$ cat config.mk
export PLATFORM = sky130hd
export DESIGN_NAME = uart_tx_cfg
export DESIGN_NICKNAME = d
export VERILOG_FILES = /design/src/rtl/uart_tx_cfg.sv
export SDC_FILE = /design/constraint.sdc
export NUM_CORES = 1
export LEC_CHECK = 0
export ABC_AREA = 1
export CORE_MARGIN = 2
export CORE_UTILIZATION = 45
export DETAILED_ROUTE_END_ITERATION = 10
export PLACE_DENSITY = 0.68
export SETUP_SLACK_MARGIN = 0.02
export SLEW_MARGIN = 15
export SYNTH_ARGS = -nofsm -noshare
export SYNTH_HDL_FRONTEND = slang
export SYNTH_SLANG_ARGS = --single-unit
$ cat constraint.sdc
create_clock -name CLK -period 1.6 [get_ports CLK]
set_clock_uncertainty 0.1 [all_clocks]
set_input_delay 0.16 -clock CLK [delete_from_list [all_inputs] [get_ports CLK]]
set_output_delay 0.16 -clock CLK [all_outputs]
set_load 0.02 [all_outputs]
$ cat src/rtl/uart_tx_cfg.sv
// Configurable UART transmitter: start, DATA_WIDTH data bits (LSB first),
// optional parity, one or two stop bits; frame settings latched on accept.
module uart_tx_cfg #(
  parameter int DATA_WIDTH     = 8,
  parameter int PRESCALE_WIDTH = 16
) (
  input  logic                      CLK,
  input  logic                      RST,
  input  logic [DATA_WIDTH-1:0]     P_DATA,
  input  logic                      Data_Valid,
  input  logic                      parity_enable,
  input  logic                      parity_type,
  input  logic                      stop_bits,
  input  logic [PRESCALE_WIDTH-1:0] prescale,
  output logic                      TX_OUT,
  output logic                      busy,
  output logic                      tx_done
);

  localparam int IDX_W = $clog2(DATA_WIDTH);
  localparam logic [IDX_W-1:0] LAST_IDX = IDX_W'(DATA_WIDTH - 1);

  localparam logic [2:0] IDLE   = 3'd0;
  localparam logic [2:0] START  = 3'd1;
  localparam logic [2:0] DATA   = 3'd2;
  localparam logic [2:0] PARITY = 3'd3;
  localparam logic [2:0] STOP   = 3'd4;

  logic [2:0]                state_q, state_d;
  logic [PRESCALE_WIDTH-1:0] cnt_q, cnt_d;
  logic [PRESCALE_WIDTH-1:0] ps_last_q, ps_last_d;
  logic [IDX_W-1:0]          idx_q, idx_d;
  logic [DATA_WIDTH-1:0]     shift_q, shift_d;
  logic                      par_bit_q, par_bit_d;
  logic                      par_en_q, par_en_d;
  logic                      stop2_q, stop2_d;
  logic                      stop_cnt_q, stop_cnt_d;
  logic                      tx_q, tx_d;
  logic                      busy_q, busy_d;
  logic                      done_q, done_d;
  logic                      bit_end;

  // Last count of a bit period is stored rather than the prescale itself,
  // which folds the prescale==0 case into a 1-cycle bit.
  assign bit_end = (cnt_q == ps_last_q);

  always_comb begin
    state_d    = state_q;
    cnt_d      = cnt_q;
    ps_last_d  = ps_last_q;
    idx_d      = idx_q;
    shift_d    = shift_q;
    par_bit_d  = par_bit_q;
    par_en_d   = par_en_q;
    stop2_d    = stop2_q;
    stop_cnt_d = stop_cnt_q;
    tx_d       = tx_q;
    busy_d     = busy_q;
    done_d     = 1'b0;

    if (state_q != IDLE) begin
      cnt_d = bit_end ? '0 : cnt_q + 1'b1;
    end

    case (state_q)
      IDLE: begin
        tx_d   = 1'b1;
        busy_d = 1'b0;
        if (Data_Valid) begin
          state_d    = START;
          shift_d    = P_DATA;
          par_bit_d  = (^P_DATA) ^ parity_type;
          par_en_d   = parity_enable;
          stop2_d    = stop_bits;
          ps_last_d  = (prescale == '0) ? '0 : prescale - 1'b1;
          cnt_d      = '0;
          idx_d      = '0;
          stop_cnt_d = 1'b0;
          tx_d       = 1'b0;
          busy_d     = 1'b1;
        end
      end
      START: begin
        if (bit_end) begin
          state_d = DATA;
          idx_d   = '0;
          tx_d    = shift_q[0];
          shift_d = shift_q >> 1;
        end
      end
      DATA: begin
        if (bit_end) begin
          if (idx_q == LAST_IDX) begin
            if (par_en_q) begin
              state_d = PARITY;
              tx_d    = par_bit_q;
            end else begin
              state_d    = STOP;
              tx_d       = 1'b1;
              stop_cnt_d = 1'b0;
            end
          end else begin
            idx_d   = idx_q + 1'b1;
            tx_d    = shift_q[0];
            shift_d = shift_q >> 1;
          end
        end
      end
      PARITY: begin
        if (bit_end) begin
          state_d    = STOP;
          tx_d       = 1'b1;
          stop_cnt_d = 1'b0;
        end
      end
      STOP: begin
        if (bit_end) begin
          if (stop2_q && !stop_cnt_q) begin
            stop_cnt_d = 1'b1;
          end else begin
            state_d = IDLE;
            tx_d    = 1'b1;
            busy_d  = 1'b0;
            done_d  = 1'b1;
          end
        end
      end
      default: begin
        state_d = IDLE;
        tx_d    = 1'b1;
        busy_d  = 1'b0;
      end
    endcase
  end

  always_ff @(posedge CLK or posedge RST) begin
    if (RST) begin
      state_q    <= IDLE;
      cnt_q      <= '0;
      ps_last_q  <= '0;
      idx_q      <= '0;
      shift_q    <= '0;
      par_bit_q  <= 1'b0;
      par_en_q   <= 1'b0;
      stop2_q    <= 1'b0;
      stop_cnt_q <= 1'b0;
      tx_q       <= 1'b1;
      busy_q     <= 1'b0;
      done_q     <= 1'b0;
    end else begin
      state_q    <= state_d;
      cnt_q      <= cnt_d;
      ps_last_q  <= ps_last_d;
      idx_q      <= idx_d;
      shift_q    <= shift_d;
      par_bit_q  <= par_bit_d;
      par_en_q   <= par_en_d;
      stop2_q    <= stop2_d;
      stop_cnt_q <= stop_cnt_d;
      tx_q       <= tx_d;
      busy_q     <= busy_d;
      done_q     <= done_d;
    end
  end

  assign TX_OUT  = tx_q;
  assign busy    = busy_q;
  assign tx_done = done_q;

endmodule

==> results.py, run 1 <==
metrics = {
    "worst_setup_path": {
        "crit_path_end_kind": "flop",
        "cp-start-kind": "flop",
        "r2r_cells": 12,
        "path_max_fanout": 7,
        "reg2reg_slack_ns": -0.26,
        "crit_path_start": "cnt_q[5]",
        "worstPathRequired_ns": 1.69,
        "criticalPathCategory": "reg2reg",
        "r2r-end": "cnt_q[10]",
        "reg2reg_from": "cnt_q[5]",
        "arrival_ns": 1.95,
    },
    "power": {
        "power_frac_clock": 0.242,
        "pwr-share-comb": 0.301,
        "power_density_nw_per_um2": 646,
        "p_sw_frac": 0.325,
        "pwr-share-seq": 0.457,
        "p_int_mw": 2.27,
        "ir_drop_v": 0.000356,
        "switchingPower_mw": 1.09,
        "p_leak_nw": 2.48,
    },
    "cells_and_area": {
        "fillers": 480,
        "drive_above_1_share": 0.410,
        "mostFrequentLayoutCells": "buf_4 (109), nand2_1 (108), dfrtp_1 (52), inv_1 (39)",
        "area_growth_pct": 62.0,
        "multi_input_area_sq_um": 2050,
        "finalNonFillerCells": 674,
        "layout_commonest_cell": "buf_4",
        "diodes": 0,
        "num-nets-final": 611,
        "seq_area_sq_um": 1330,
    },
    "synth": {
        "syn_area_sq_um": 3210,
        "synthDistinctLibCells": 33,
        "syn-num-nets": 454,
        "seq_area_frac_synth": 0.413,
        "synth_edf_count": 0,
        "avgSynthCellArea_sq_um": 7.65,
        "synthCells": 420,
        "ys_async_sr_fraction": 1.00,
        "ys_seq_elements": 53,
        "ys_warn_count": 0,
        "synth_top_flop_cell": "dfrtp_1",
    },
    "global_route": {
        "grt_max_degree": 54,
        "grt_pass1_wl_mm": 14.9,
        "groute.usage.overall": 0.245,
        "grt_overflow": 0,
        "antenna_found_initial": 0,
        "grt_pass1_vias": 3430,
    },
    "place": {
        "hpwl_mm": 6.16,
        "io_buffers": 32,
        "routabilityCongestion": 0.839,
        "dp.cells": 635,
        "dp_slack_ns": -0.542,
    },
    "floorplan": {
        "die_width_um": 88.5,
        "core_sq_um": 6870,
        "ios": 33,
        "start_util": 0.468,
        "rows": 30,
        "die_height_um": 88.5,
        "dieArea_sq_um": 7830,
    },
    "clocking": {
        "clk_pin_slew_ns": 0.11,
        "numCtsBuffers": 5,
        "cts_hold_buffers": 0,
        "cts_tree": "yes",
        "cts-root-buf": "clkbuf_8",
        "clock_latency_ns": 0.32,
        "numClockSinks": 53,
        "cts_max_level": 2,
        "ctsLongestPathBuffers": 2,
    },
    "route": {
        "routedWlPerCell_um": 15.1,
        "routed_wl_mm": 10.2,
        "post-route-drc-count": 0,
        "initialDrtViolationCount": 229,
        "ant_nets": 0,
        "first_pass_iters": 4,
        "viasPerCell": 5.09,
        "vias": 3432,
    },
    "sta": {
        "rsz0062_at_grt": "true",
        "timing.fmax_ghz": 0.538,
        "worst_pin_slew_ns": 0.538,
        "finalSetupViolations": 33,
        "drv_slew": 0,
        "fin_ws_ns": -0.258,
        "timing.final.crit_period_ns": 1.86,
        "post-route-period-util": 1.16,
        "finalHoldViolCount": 0,
        "relSlewSlack": 0.641,
    },
    "run": {
        "maxCapViolCount": 0,
    },
    "min_path": {
        "hold_class": "in2async",
    },
    "run_status": {
        "violations": "setup timing",
        "status": "finished with violations",
    },
}
==> layer usage <==
| layer | part of all wire | routed length [um] | vias to the layer above | global-route usage |
|---|---|---|---|---|
| li1 | - | - | 1656 | - |
| met1 | 0.41 | 4160 | 1664 | 0.304 |
| met2 | 0.53 | 5420 | 93 | 0.425 |
| met3 | 0.043 | 434 | 19 | 0.0364 |
| met4 | 0.019 | 191 | 0 | 0.102 |
| met5 | 0 | 0 | - | 0 |
==> kinds of logic after synthesis <==
group / share of synthesized area
multiplexers: 0.0218
adder cells (fa/ha/maj): 0.0156
AO/OA/AOI/OAI: 0.109
XOR/XNOR: 0.0763
flip-flops: 0.413
buffers and inverters: 0.0814
AND/OR/NAND/NOR: 0.283
==> power groups by stage <==
stage          Clock (mW)  Sequential (mW)  Combinational [mW]
5_1_grt             0.880             1.55                1.10
6_report            0.815             1.54                1.01
2_1_floorplan           0             1.56               0.377
3_5_place_dp            0             1.55               0.863
3_3_place_gp            0             1.55               0.834
4_1_cts             0.822             1.53               0.915
==> registers in the layout, indices dropped and copies added, names as in the netlist <==
register and cells:
TX_OUT 1, busy 1, cnt_q 16, idx_q 3, par_bit_q 1, par_en_q 1, ps_last_q 16, shift_q 8
state_q 3, stop2_q 1, stop_cnt_q 1, tx_done 1
==> what timing repair did <==
item	CTS	global route
setup buffers	22	7
cloned	1	4
setup endpoints to repair	50	51
resized for setup	50	74
pin swaps	18	24
==> per-stage QoR <==
step | util | TNS, ns | power, mW | area [sq um] | hold slack (ns)
final | 0.758 | -7.06 | 3.36 | 5200 | 0.0932
after global routing | 0.758 | -11.23 | 3.53 | 5200 | 0.147
after CTS | 0.699 | -2.87 | 3.27 | 4800 | 0.112
after detailed placement | 0.635 | -13.74 | 2.42 | 4360 | 0.366
after global placement | 0.635 | -10.76 | 2.39 | 4360 | 0.354
after floorplan | - | 0 | 1.93 | 3220 | 0.161
==> how the worst max path moves through the flow <==
stage	cells after the start	end	slack, ns
final	12	cnt_q[10]	-0.26
after global routing	12	state_q[1]	-0.37
after CTS	12	stop_cnt_q	-0.15
after detailed placement	11	ps_last_q[5]	-0.54
after global placement	11	ps_last_q[7]	-0.47
after floorplan	11	shift_q[0]	0.006
==> cell usage after synthesis, types with 5 or more instances <==
library cell / instances / share of area
o21ai_0: 9 / 0.014
nor2_1: 32 / 0.037
o21ai_1: 14 / 0.022
buf_2: 5 / 0.0078
o22ai_1: 25 / 0.049
nor2_2: 5 / 0.0097
nand2_1: 131 / 0.15
nand3_1: 15 / 0.023
xnor2_1: 11 / 0.030
nor3_1: 7 / 0.011
mux2i_1: 7 / 0.022
inv_1: 44 / 0.051
inv_2: 11 / 0.013
dfrtp_1: 52 / 0.40
xor2_1: 17 / 0.046
==> area by class of cell <==
class | instances | share of cell area
clock buffer | 5 | 0.0132
clock inverter | 3 | 0.00481
inverter | 55 | 0.0401
multi-input combinational | 304 | 0.393
sequential | 53 | 0.255
tap | 96 | 0.0231
timing repair buffer | 158 | 0.271
==> worst max-delay path, cell delays in order (launching register included) <==
cell       delay [ns]
dfrtp_1          0.42
inv_2            0.06
nand2_1          0.06
nand2_1          0.07
nor2_1           0.12
nand2_1          0.10
nor2_1           0.13
nand2_2          0.12
buf_4            0.15
buf_6            0.11
nand2_4          0.08
clkbuf_16        0.15
o22ai_1          0.08
(Power assumes the default switching activity.)
==> run 2, diff against run 1 <==
--- a/config.mk
+++ b/config.mk
@@ -6,10 +6,12 @@
 export NUM_CORES = 1
 export LEC_CHECK = 0
 export ABC_AREA = 1
+export CELL_PAD_IN_SITES_DETAIL_PLACEMENT = 0
+export CELL_PAD_IN_SITES_GLOBAL_PLACEMENT = 1
 export CORE_MARGIN = 2
-export CORE_UTILIZATION = 45
+export CORE_UTILIZATION = 38
 export DETAILED_ROUTE_END_ITERATION = 10
-export PLACE_DENSITY = 0.68
+export PLACE_DENSITY_LB_ADDON = 0.1
 export SETUP_SLACK_MARGIN = 0.02
 export SLEW_MARGIN = 15
 export SYNTH_ARGS = -nofsm -noshare
==> results.py, run 2 (synthesized netlist as in run 1, its figures left out) <==
metrics = {
    "power": {
        "power_density_nw_per_um2": 661,
        "p_leak_nw": 2.46,
        "power_mw": 3.41,
        "ir_drop_v": 0.000336,
    },
    "sta": {
        "finalHoldViolCount": 0,
        "finalSetupViolations": 33,
        "drv_slew": 0,
        "rsz0062_at_grt": "true",
        "relSlewSlack": 0.734,
        "post-route-period-util": 1.16,
        "worst_pin_slew_ns": 0.398,
        "timing.fmax_ghz": 0.541,
        "timing.final.crit_period_ns": 1.85,
        "fin_ws_ns": -0.249,
    },
    "route": {
        "vias": 3202,
        "first_pass_iters": 5,
        "post-route-drc-count": 0,
        "initialDrtViolationCount": 138,
        "routed_wl_mm": 8.94,
        "viasPerCell": 4.69,
        "ant_nets": 0,
        "routedWlPerCell_um": 13.1,
    },
    "global_route": {
        "groute.usage.overall": 0.202,
        "antenna_found_initial": 0,
        "grt_overflow": 0,
        "grt_pass1_wl_mm": 14.4,
        "grt_max_degree": 22,
        "grt_pass1_vias": 3176,
    },
    "worst_setup_path": {
        "arrival_ns": 1.96,
        "crit_path_end_kind": "flop",
        "slowest_delay_ns": 0.40,
        "crit_chain": "inv_1 -> nand2_1 -> nand2_1 -> nor2_2 -> nand2_1 -> nor2_2 -> nand2_2 -> buf_12 -> buf_6 -> nand2_4 -> nand2_2 -> o21ai_1 -> nand2_1",
        "criticalPathCategory": "reg2reg",
        "cp_common_cell": "nand2_1",
        "critical_path.slowest_cell": "dfrtp_1",
        "worstPathRequired_ns": 1.71,
        "cp-start-kind": "flop",
        "path_max_fanout": 5,
    },
    "run": {
        "maxCapViolCount": 0,
    },
    "clocking": {
        "clk_pin_slew_ns": 0.11,
        "ctsLongestPathBuffers": 2,
        "cts_tree": "yes",
        "numClockSinks": 53,
        "clock_latency_ns": 0.31,
        "cts_hold_buffers": 0,
        "numCtsBuffers": 5,
        "cts_max_level": 2,
        "cts-root-buf": "clkbuf_8",
    },
    "cells_and_area": {
        "drive_above_1_share": 0.394,
        "seq_area_sq_um": 1330,
        "num-nets-final": 611,
        "fillers": 727,
        "multi_input_area_sq_um": 1970,
        "mostFrequentLayoutCells": "nand2_1 (111), buf_4 (110), dfrtp_1 (52), inv_1 (37), clkdlybuf4s50_1 (22)",
        "area_growth_pct": 60.6,
        "top_regs": "cnt_q (16), ps_last_q (16), shift_q (8)",
        "final_util": 0.628,
        "diodes": 0,
        "layout_commonest_cell": "nand2_1",
    },
    "place": {
        "hpwl_mm": 6.35,
        "io_buffers": 32,
        "dp_slack_ns": -0.551,
        "routabilityCongestion": 0.835,
    },
    "floorplan": {
        "die_height_um": 96.0,
        "core_sq_um": 8220,
        "rows": 33,
        "ios": 33,
        "die_width_um": 96.0,
        "start_util": 0.391,
        "dieArea_sq_um": 9210,
    },
    "min_path": {
        "hold_class": "in2async",
    },
    "run_status": {
        "violations": "setup timing",
        "status": "finished with violations",
    },
}
-- run 2: cell count changes in the layout (fill, tap and decap cells not counted), sizes merged, moves of 2 or more --
cell | previous run | this run
buf | 123 | 125
clkdlybuf4s15 | 2 | 0
dlygate4sd2 | 4 | 6
inv | 56 | 54
-- run 2: metal layers --
| layer | global-route usage | part of all wire | up-vias |
|---|---|---|---|
| met5 | 0 | 0 | - |
| met4 | 0.0393 | 0.0085 | 0 |
| met3 | 0.0258 | 0.028 | 6 |
| met2 | 0.354 | 0.49 | 37 |
| met1 | 0.269 | 0.47 | 1504 |
| li1 | - | - | 1655 |
-- run 2: final timing paths --
path / to / startpoint / slack, ns / depth (start not counted)
worst min-delay path: cnt_q[0] / RST / 0.03 / 2
worst min register to register: TX_OUT / TX_OUT / 0.37 / 2
min in group CLK: ps_last_q[0] / prescale[0] / 0.24 / 3
max in group asynchronous: cnt_q[9] / RST / 0.91 / 3
worst max register to register: busy / cnt_q[0] / -0.25 / 13
worst max-delay path: busy / cnt_q[0] / -0.25 / 13
-- run 2: final cells by class --
class / count / area share
clock inverters: 2 / 0.00752
flip-flops and latches: 53 / 0.257
well taps: 105 / 0.0255
inverters: 55 / 0.0412
multi-input cells: 304 / 0.381
repair buffers: 158 / 0.274
clock buffers: 6 / 0.0141
-- run 2: critical path: cells and delay by family, from the launching register on --
family | cells | cell delay, ns
AO/OA/AOI/OAI | 1 | 0.18
AND/OR/NAND/NOR | 9 | 0.72
flip-flops | 1 | 0.40
buffers and inverters | 3 | 0.34
-- run 2: repair_timing --
item	in CTS	in global routing
cloned	2	1
buffers inserted	15	8
gates resized for setup	50	59
pin swaps	18	19
endpoints found under the setup margin	49	52
-- run 2: report_power, final --
group	total (mW)	internal [mW]	switching [mW]
sequential	1.53	1.44	0.0876
clock	0.937	0.471	0.466
combinational	0.943	0.497	0.445
total	3.41	2.41	0.999
-- run 2: through the flow --
step                TNS, ns  hold slack, ns  cells  instance area [sq um]
CTS                   -5.80          0.0422    676                   4910
finish                -5.41          0.0346    683                   5160
global placement     -12.37           0.357    651                   4450
detailed placement   -13.37           0.366    651                   4450
floorplan                 0           0.161    420                   3220
global route          -8.46          0.0822    683                   5160
